**src/rtl/fir_seq_mac.sv**
```systemverilog
// rtl/fir_seq_mac.sv - time-multiplexed FIR filter with one shared signed MAC
//
// Computes y[t] = sum_{n=0..N} K[n]*x[t-n] by evaluating one tap per cycle.
// Ports:
//   clk      rising-edge clock
//   rst      synchronous active-high reset
//   s_valid  / s_ready / s_data   sample input handshake (signed W_X)
//   k_we     / k_addr  / k_data   coefficient write port (signed W_K, IDLE only)
//   clr      clears the sample history (IDLE only)
//   m_valid  / m_ready / m_data   result output handshake (signed W_Y)
//   busy     high whenever the FSM is not idle
module fir_seq_mac #(
    parameter  int N   = 5,
    parameter  int W_X = 8,
    parameter  int W_K = 3,
    localparam int W_A = $clog2(N + 1),
    localparam int W_Y = W_X + W_K + $clog2(N + 1)
) (
    input  logic                  clk,
    input  logic                  rst,
    input  logic                  s_valid,
    output logic                  s_ready,
    input  logic signed [W_X-1:0] s_data,
    input  logic                  k_we,
    input  logic        [W_A-1:0] k_addr,
    input  logic signed [W_K-1:0] k_data,
    input  logic                  clr,
    output logic                  m_valid,
    input  logic                  m_ready,
    output logic signed [W_Y-1:0] m_data,
    output logic                  busy
);

    localparam logic [W_A-1:0] LAST = W_A'(N);

    typedef enum logic [1:0] {
        ST_IDLE,
        ST_MAC,
        ST_OUT
    } state_t;

    state_t state;
    state_t state_nxt;

    logic signed [W_X-1:0] z [0:N];
    logic signed [W_K-1:0] k [0:N];
    logic signed [W_Y-1:0] acc;
    logic        [W_A-1:0] idx;

    logic signed [W_X-1:0] z_sel;
    logic signed [W_K-1:0] k_sel;
    logic signed [W_Y-1:0] prod;
    logic signed [W_Y-1:0] acc_sum;
    logic                  accept;

    // State register
    always_ff @(posedge clk) begin
        if (rst) begin
            state <= ST_IDLE;
        end else begin
            state <= state_nxt;
        end
    end

    // Next state and handshake decode; outputs depend on state only
    always_comb begin
        state_nxt = state;
        s_ready   = 1'b0;
        m_valid   = 1'b0;
        busy      = 1'b1;
        case (state)
            ST_IDLE: begin
                s_ready = 1'b1;
                busy    = 1'b0;
                if (s_valid) begin
                    state_nxt = ST_MAC;
                end
            end
            ST_MAC: begin
                if (idx == LAST) begin
                    state_nxt = ST_OUT;
                end
            end
            ST_OUT: begin
                m_valid = 1'b1;
                if (m_ready) begin
                    state_nxt = ST_IDLE;
                end
            end
            default: begin
                state_nxt = ST_IDLE;
            end
        endcase
    end

    assign accept = s_valid && (state == ST_IDLE);

    // Tap select for the shared multiplier
    always_comb begin
        z_sel = '0;
        k_sel = '0;
        for (int i = 0; i <= N; i++) begin
            if (idx == W_A'(i)) begin
                z_sel = z[i];
                k_sel = k[i];
            end
        end
    end

    // Operands are sign-extended to the full accumulator width, so the
    // product and the running sum can never wrap.
    assign prod    = W_Y'(z_sel) * W_Y'(k_sel);
    assign acc_sum = acc + prod;

    // Datapath: history, coefficient bank, accumulator, result register
    always_ff @(posedge clk) begin
        if (rst) begin
            for (int n = 0; n <= N; n++) begin
                z[n] <= '0;
                k[n] <= '0;
            end
            acc    <= '0;
            idx    <= '0;
            m_data <= '0;
        end else begin
            case (state)
                ST_IDLE: begin
                    if (k_we && (k_addr <= LAST)) begin
                        k[k_addr] <= k_data;
                    end
                    if (accept) begin
                        // clr with an accepted sample leaves only the new sample
                        z[0] <= s_data;
                        for (int n = 1; n <= N; n++) begin
                            z[n] <= clr ? '0 : z[n-1];
                        end
                        acc <= '0;
                        idx <= '0;
                    end else if (clr) begin
                        for (int n = 0; n <= N; n++) begin
                            z[n] <= '0;
                        end
                    end
                end
                ST_MAC: begin
                    acc <= acc_sum;
                    if (idx == LAST) begin
                        m_data <= acc_sum;
                        idx    <= '0;
                    end else begin
                        idx <= idx + W_A'(1);
                    end
                end
                default: begin
                end
            endcase
        end
    end

endmodule

```
**config.mk**
```make
export PLATFORM = sky130hd
export DESIGN_NAME = fir_seq_mac
export DESIGN_NICKNAME = d
export VERILOG_FILES = /design/src/rtl/fir_seq_mac.sv
export SDC_FILE = /design/constraint.sdc
export NUM_CORES = 1
export LEC_CHECK = 0
export ABC_AREA = 1
export CORE_MARGIN = 1.5
export CORE_UTILIZATION = 54
export CTS_CLUSTER_DIAMETER = 100
export DETAILED_ROUTE_END_ITERATION = 8
export GPL_TIMING_DRIVEN = 0
export PLACE_DENSITY = 0.81
export SLEW_MARGIN = 15
export SYNTH_ARGS = -nofsm -noshare
export SYNTH_HDL_FRONTEND = slang
export SYNTH_SLANG_ARGS = --single-unit
```
**constraint.sdc**
```tcl
create_clock -name clk -period 4.22 [get_ports clk]
set_input_delay 0.633 -clock clk [delete_from_list [all_inputs] [get_ports clk]]
set_output_delay 0.633 -clock clk [all_outputs]
set_load 0.005 [all_outputs]
```
**Word level (Yosys, flattened, before mapping)**

Memories as Yosys holds them, arrays and structs flattened.
Index checks and enable logic that the tools add are counted.

- Bits in registers: 33
- Memory bits (writable): 66
- Output and inout port bits: 17
- Word-level logic and storage cells: 101
- Memories: 2

Memories:

| memory | words | bits a word | rd ports | clocked after memory_dff | write ports | line | text |
|---|---|---|---|---|---|---|---|
| z | 6 | 8 | 6 | 0 | 6 | 45 | `logic signed [W_X-1:0] z [0:N];` |
| k | 6 | 3 | 6 | 0 | 6 | 46 | `logic signed [W_K-1:0] k [0:N];` |

- Add/sub/neg operators: 2
- Multipliers: 1
- $lt $le $gt $ge: 1
- Equal/unequal tests: 11
- Mux-type cells: 59
- Bitwise operators: 12
- Reduce and logical (&&, ||, !) cells: 9

Operators by type and width:

| operator | count |
|---|---|
| $mux 8 | 23 |
| $mux 3 | 10 |
| $pmux 14 s2 | 1 |
| $mux 1 | 19 |
| $add 14x11->14 | 1 |
| $mux 14 | 1 |
| $or 1x1->1 | 12 |
| $mul 8x3->11 | 1 |
| $ne 2x2->1 const B | 4 |
| $eq 3x2->1 const B | 2 |
| $eq 3x3->1 const B | 2 |
| $mux 2 | 3 |
| $pmux 2 s3 | 1 |
| $pmux 3 s2 | 1 |
| $reduce_and 2->1 | 2 |
| $add 3x1->3 const B | 1 |
| $eq 3x1->1 const B | 1 |
| $le 3x3->1 const B | 1 |
| $logic_not 3->1 | 1 |
| $reduce_and 3->1 | 1 |
| $reduce_or 3->1 | 1 |
| $eq 2x1->1 const B | 1 |
| $eq 2x2->1 const B | 1 |
| $logic_and 1x1->1 | 2 |
| 2 further kinds | 2 |

**Logic depth before layout (Yosys ltp)**

- Word-level depth: 10
- Mapped depth: 30

**Least setup slack after synthesis**

No wires, ideal clock.

- Kind: register to register
- Start point: reg idx[2]
- End point: reg m_data[10]
- Arrival time: 4.158 ns
- Data required time: 4.104 ns
- Slack: -0.054 ns
- Stages on the path, launching flop included: 25
- Path buffers: 1
- Path through: dfxtp_1 > inv_2 > ha_1 > clkbuf_1 > nor2_1 > a21oi_1 > o21ai_2 > nand2_1 > fa_1 > fa_1 > fa_1 > inv_1 > ha_1 > inv_1 > fa_1 > inv_1 > nand3_1 > nand3_1 > nand2_1 > nand2_1 > nand2_1 > nand2_1 > nand2_1 > o211ai_1 > inv_1

- Longest elaborated chain between the ends: 9

RTL lines:

| element | line | text |
|---|---|---|
| start, declared | 48 | `logic [W_A-1:0] idx;` |
| start signal, assigned | 151 | `idx <= idx + W_A'(1);` |
| $logic_not 3->1 | 103 | `if (idx == W_A'(i)) begin` |
| $mux 8 / $mux 3 (equally long branches) (6 in series) | 103 |  |
| $mul 8x3->11 | 112 | `assign prod = W_Y'(z_sel) * W_Y'(k_sel);` |
| $add 14x11->14 | 113 | `assign acc_sum = acc + prod;` |
| end signal, assigned | 148 | `m_data <= acc_sum;` |
| end, declared | 30 | `output logic signed [W_Y-1:0] m_data,` |

Several ways; a longest one is shown, not always the timed one.
A chain may end at the register's enable or synchronous reset.

**Final worst setup path**

- Start point: reg idx[0]
- End point: reg acc[6]

- Longest elaborated chain between the ends: 10

RTL lines:

| element | line | text |
|---|---|---|
| $logic_not 3->1 | 103 |  |
| $mux 8 / $mux 3 (equally long branches) (6 in series) | 103 |  |
| $mul 8x3->11 * | 112 |  |
| $add 14x11->14 * | 113 |  |
| $pmux 14 s2 * | 126 | `case (state)` |
| end signal, assigned | 146 | `acc <= acc_sum;` |
| end, declared | 47 | `logic signed [W_Y-1:0] acc;` |

Every way passes the cells marked *; elsewhere a longest branch is shown, timed or not.

==> results.md <==
- Outcome: finished, violations left
- Failing checks: negative setup slack
- Yosys cell types: 33
- Clock Tree Buf Depth: 2
- Synth Register Bits: 99
- Mapped Area: 0.00601 mm2
- Critical-path cell list: nand2_4 -> inv_4 -> ha_4 -> buf_8 -> a21oi_2 -> nand2_2 -> a21boi_4 -> buf_6 -> nor2_1 -> fa_1 -> fa_1 -> ha_1 -> inv_1 -> fa_2 -> inv_2 -> nand3_2 -> nand3_4 -> buf_4 -> xor2_2 -> nand2_1 -> a21oi_1
- Worst Path Max Fanout: 7
- Clock transition at path regs: 100 ps
- Compound-gate portion of the synthesized area: 0.0775
- Sequential power share: 0.336
- Part of the power in the clock network: 0.183
- Internal power: 2.09 mW
- Row cnt: 38
- Number of buffer and inverter stages on the critical path: 6
- Crit Path Class: flop to flop
- Total track usage: 0.255
- Hold Path Depth: 2
- Largest family of logic cells by synthesized area: simple AND/OR/NAND/NOR gates
- Post-Route Skew: 9.40 ps
- CP most frequent cell: fa_1
- Antenna violations before repair: 0
- Port bufs: 35
- Die height: 108 um
- CTS tree: done
- Setup crit start kind: flop
- Worst EP required: 4530 ps
- CP endpoint: acc[6]
- Synth cell count leaders: nand2_1 (191), inv_1 (136), nor2_1 (118), edfxtp_1 (66), a21oi_1 (49)
- Final HPWL DP: 9870 um
- Post-route ant nets: 0
- Critical R2R Launch: idx[0]
- Antenna fix cells: 0
- Comb pwr share: 0.481
- Final nets: 889
- Sw frac: 0.396
- Unrepaired setup endpoints after global routing: true
- Fin area: 0.00757 mm2
- First-pass GRT wire length: 23100 um
- Pleak: 3.49 nW
- Post-synthesis sequential area ratio: 0.440
- Number of global-route vias before repair: 5148
- WP depth: 21
- Minimum clock period: 4320 ps
- Initial Util: 0.554
- Post-synth top flop: edfxtp_1
- Final Wtd Congestion: 0.894
- Area of placed instances: 0.00658 mm2
- Syn_nets: 818
- Final hold vios: 0
- CP Capture Type: flop
- Post-Syn Instances: 750
- Wire per inst: 15.9 um
- Synthesis Warnings: 0
- Routed Wire Length: 15400 um
- Adder-cell area share of the yosys netlist: 0.126
- TNS Setup: -446 ps
- Synth top area cells: edfxtp_1 (33%), nand2_1 (12%), dfxtp_1 (11%)
- Largest net degree at the start of global routing: 26
- H-tree levels: 3
- First drt pass iteration count: 8
- Worst hold path class: flop to flop
- Most common cell in the synthesized netlist: nand2_1
- Remaining DRCs: 0
- Worst Path Arrival: 4630 ps
- Switching power: 1.37 mW
- Power per cell area: 457 mW/mm2
- Worst VDD drop: 403 uV
- Share of cells above drive strength 1: 0.220
- Worst skew pair latency: 380 ps
- Die area: 0.0118 mm2
- Worst reg2reg path depth: 21
- # IOs: 37
- Root Buffer: clkbuf_8
- Post-synthesis xor/xnor area fraction: 0.00729
- Yosys top cell area share: 0.330
- Ys async rst share: 0
- Max Cap Violations: 0
- Via count: 5201
- CTS Sinks: 99
- DRT iter0 DRCs: 497
- Max incr delay on CP: 570 ps
- CP startpoint: idx[0]
- Relative slew slack: 0.429
- Post-Synth Simple-Gate Area: 0.233
- DP Worst Slack: -631 ps
- Leading area contributor after synthesis: edfxtp_1
- TritonCTS buffer count: 9
- Worst Max-Slew Pin Slew: 851 ps
- Crit-path slowest cell: fa_1
- Fin crit share: 1.02
- Die Wd: 108 um
- Multiplexer area fraction after synthesis: 0
- R2R setup slack: -100 ps
- Fmax: 0.232 GHz
- Worst-case hold slack: 470 ps
- CP top delay family: adder cells
- Max Slew Vio Count: 0
- Area Overhead vs Synth: 25.9%
- Worst R2R End: acc[6]
- Final-report setup violation count: 7
- CORE AREA: 0.0108 mm2
- Syn_area_per_cell: 8.01 um2
- GRT overflow: 0
- Setup ws final: -97.3 ps
- EDFF count, synth: 66
- Vias/cell: 5.38
==> cells by family (layout without fill, tap and decap cells) <==
family          count (synthesis)  after routing
flops                          99             99
simple gates                  350            350
compound gates                 83             83
buf+inv                       165            241
fa+ha+maj                      48             48
xor+xnor                        5              5
==> tightest hold or removal path, stage by stage (launching register included) <==
cell and delay, ps:
dfxtp_1 320, nand2_1 60, a21oi_1 50
==> how the worst min path moves through the flow <==
stage / startpoint / endpoint / slack (ps)
2_1_floorplan: acc[2] / acc[2] / 440
3_3_place_gp: acc[2] / acc[2] / 450
3_5_place_dp: acc[2] / acc[2] / 460
4_1_cts: acc[2] / acc[2] / 470
5_1_grt: acc[2] / acc[2] / 480
6_report: acc[2] / acc[2] / 470
==> power groups by stage <==
stage          logic (mW)  clock network, mW  registers (mW)
5_1_grt              1.80              0.669            1.17
2_1_floorplan       0.765                  0            1.17
3_3_place_gp        0.992                  0            1.18
4_1_cts              1.16              0.625            1.16
3_5_place_dp         1.02                  0            1.18
6_report             1.66              0.631            1.16
==> final cells by class <==
type	instances	area, um2
fill	752	3270
multi-input combinational	486	3230
sequential	99	2650
timing repair buffer	60	586
inverter	144	549
buffer	21	176
tap	140	175
clock buffer	10	128
clock inverter	6	65.1
==> through the flow <==
stage,cells,power (mW),utilization
floorplan,750,1.94,-
finish,966,3.45,0.698
detailed placement,926,2.20,0.607
global placement,925,2.17,0.603
global route,966,3.64,0.698
CTS,960,2.94,0.655
==> layout by cell type, fill, tap and decap left out, types with 14 or more instances in the layout <==
master / instances
nand2_1: 163
nor2_1: 108
dfxtp_1: 30
fa_1: 20
buf_4: 20
inv_2: 15
inv_1: 125
nand2_2: 24
a21oi_1: 36
edfxtp_1: 66
clkdlybuf4s50_1: 35
ha_4: 14
a21oi_2: 14
==> state kept, by name (all words and copies together), names as in the netlist <==
name / flops
m_data: 14
k: 18
acc: 14
z: 48
idx: 3
state: 2
==> routing by layer <==
metal	track usage	up-vias	routed length, um
met3	0.0555	49	980
met4	0.126	0	513
met2	0.420	205	7850
li1	-	2465	-
met5	0	-	0
met1	0.316	2482	6000
==> what timing repair did <==
action                                  in CTS  in global routing
endpoints found under the setup margin      22                 20
gates cloned                                 1                  0
gates resized for setup                     58                 89
pin swaps                                   23                 34
buffers inserted                            17                  6
hold buffers                                 0                  0
(Power assumes the default switching activity.)
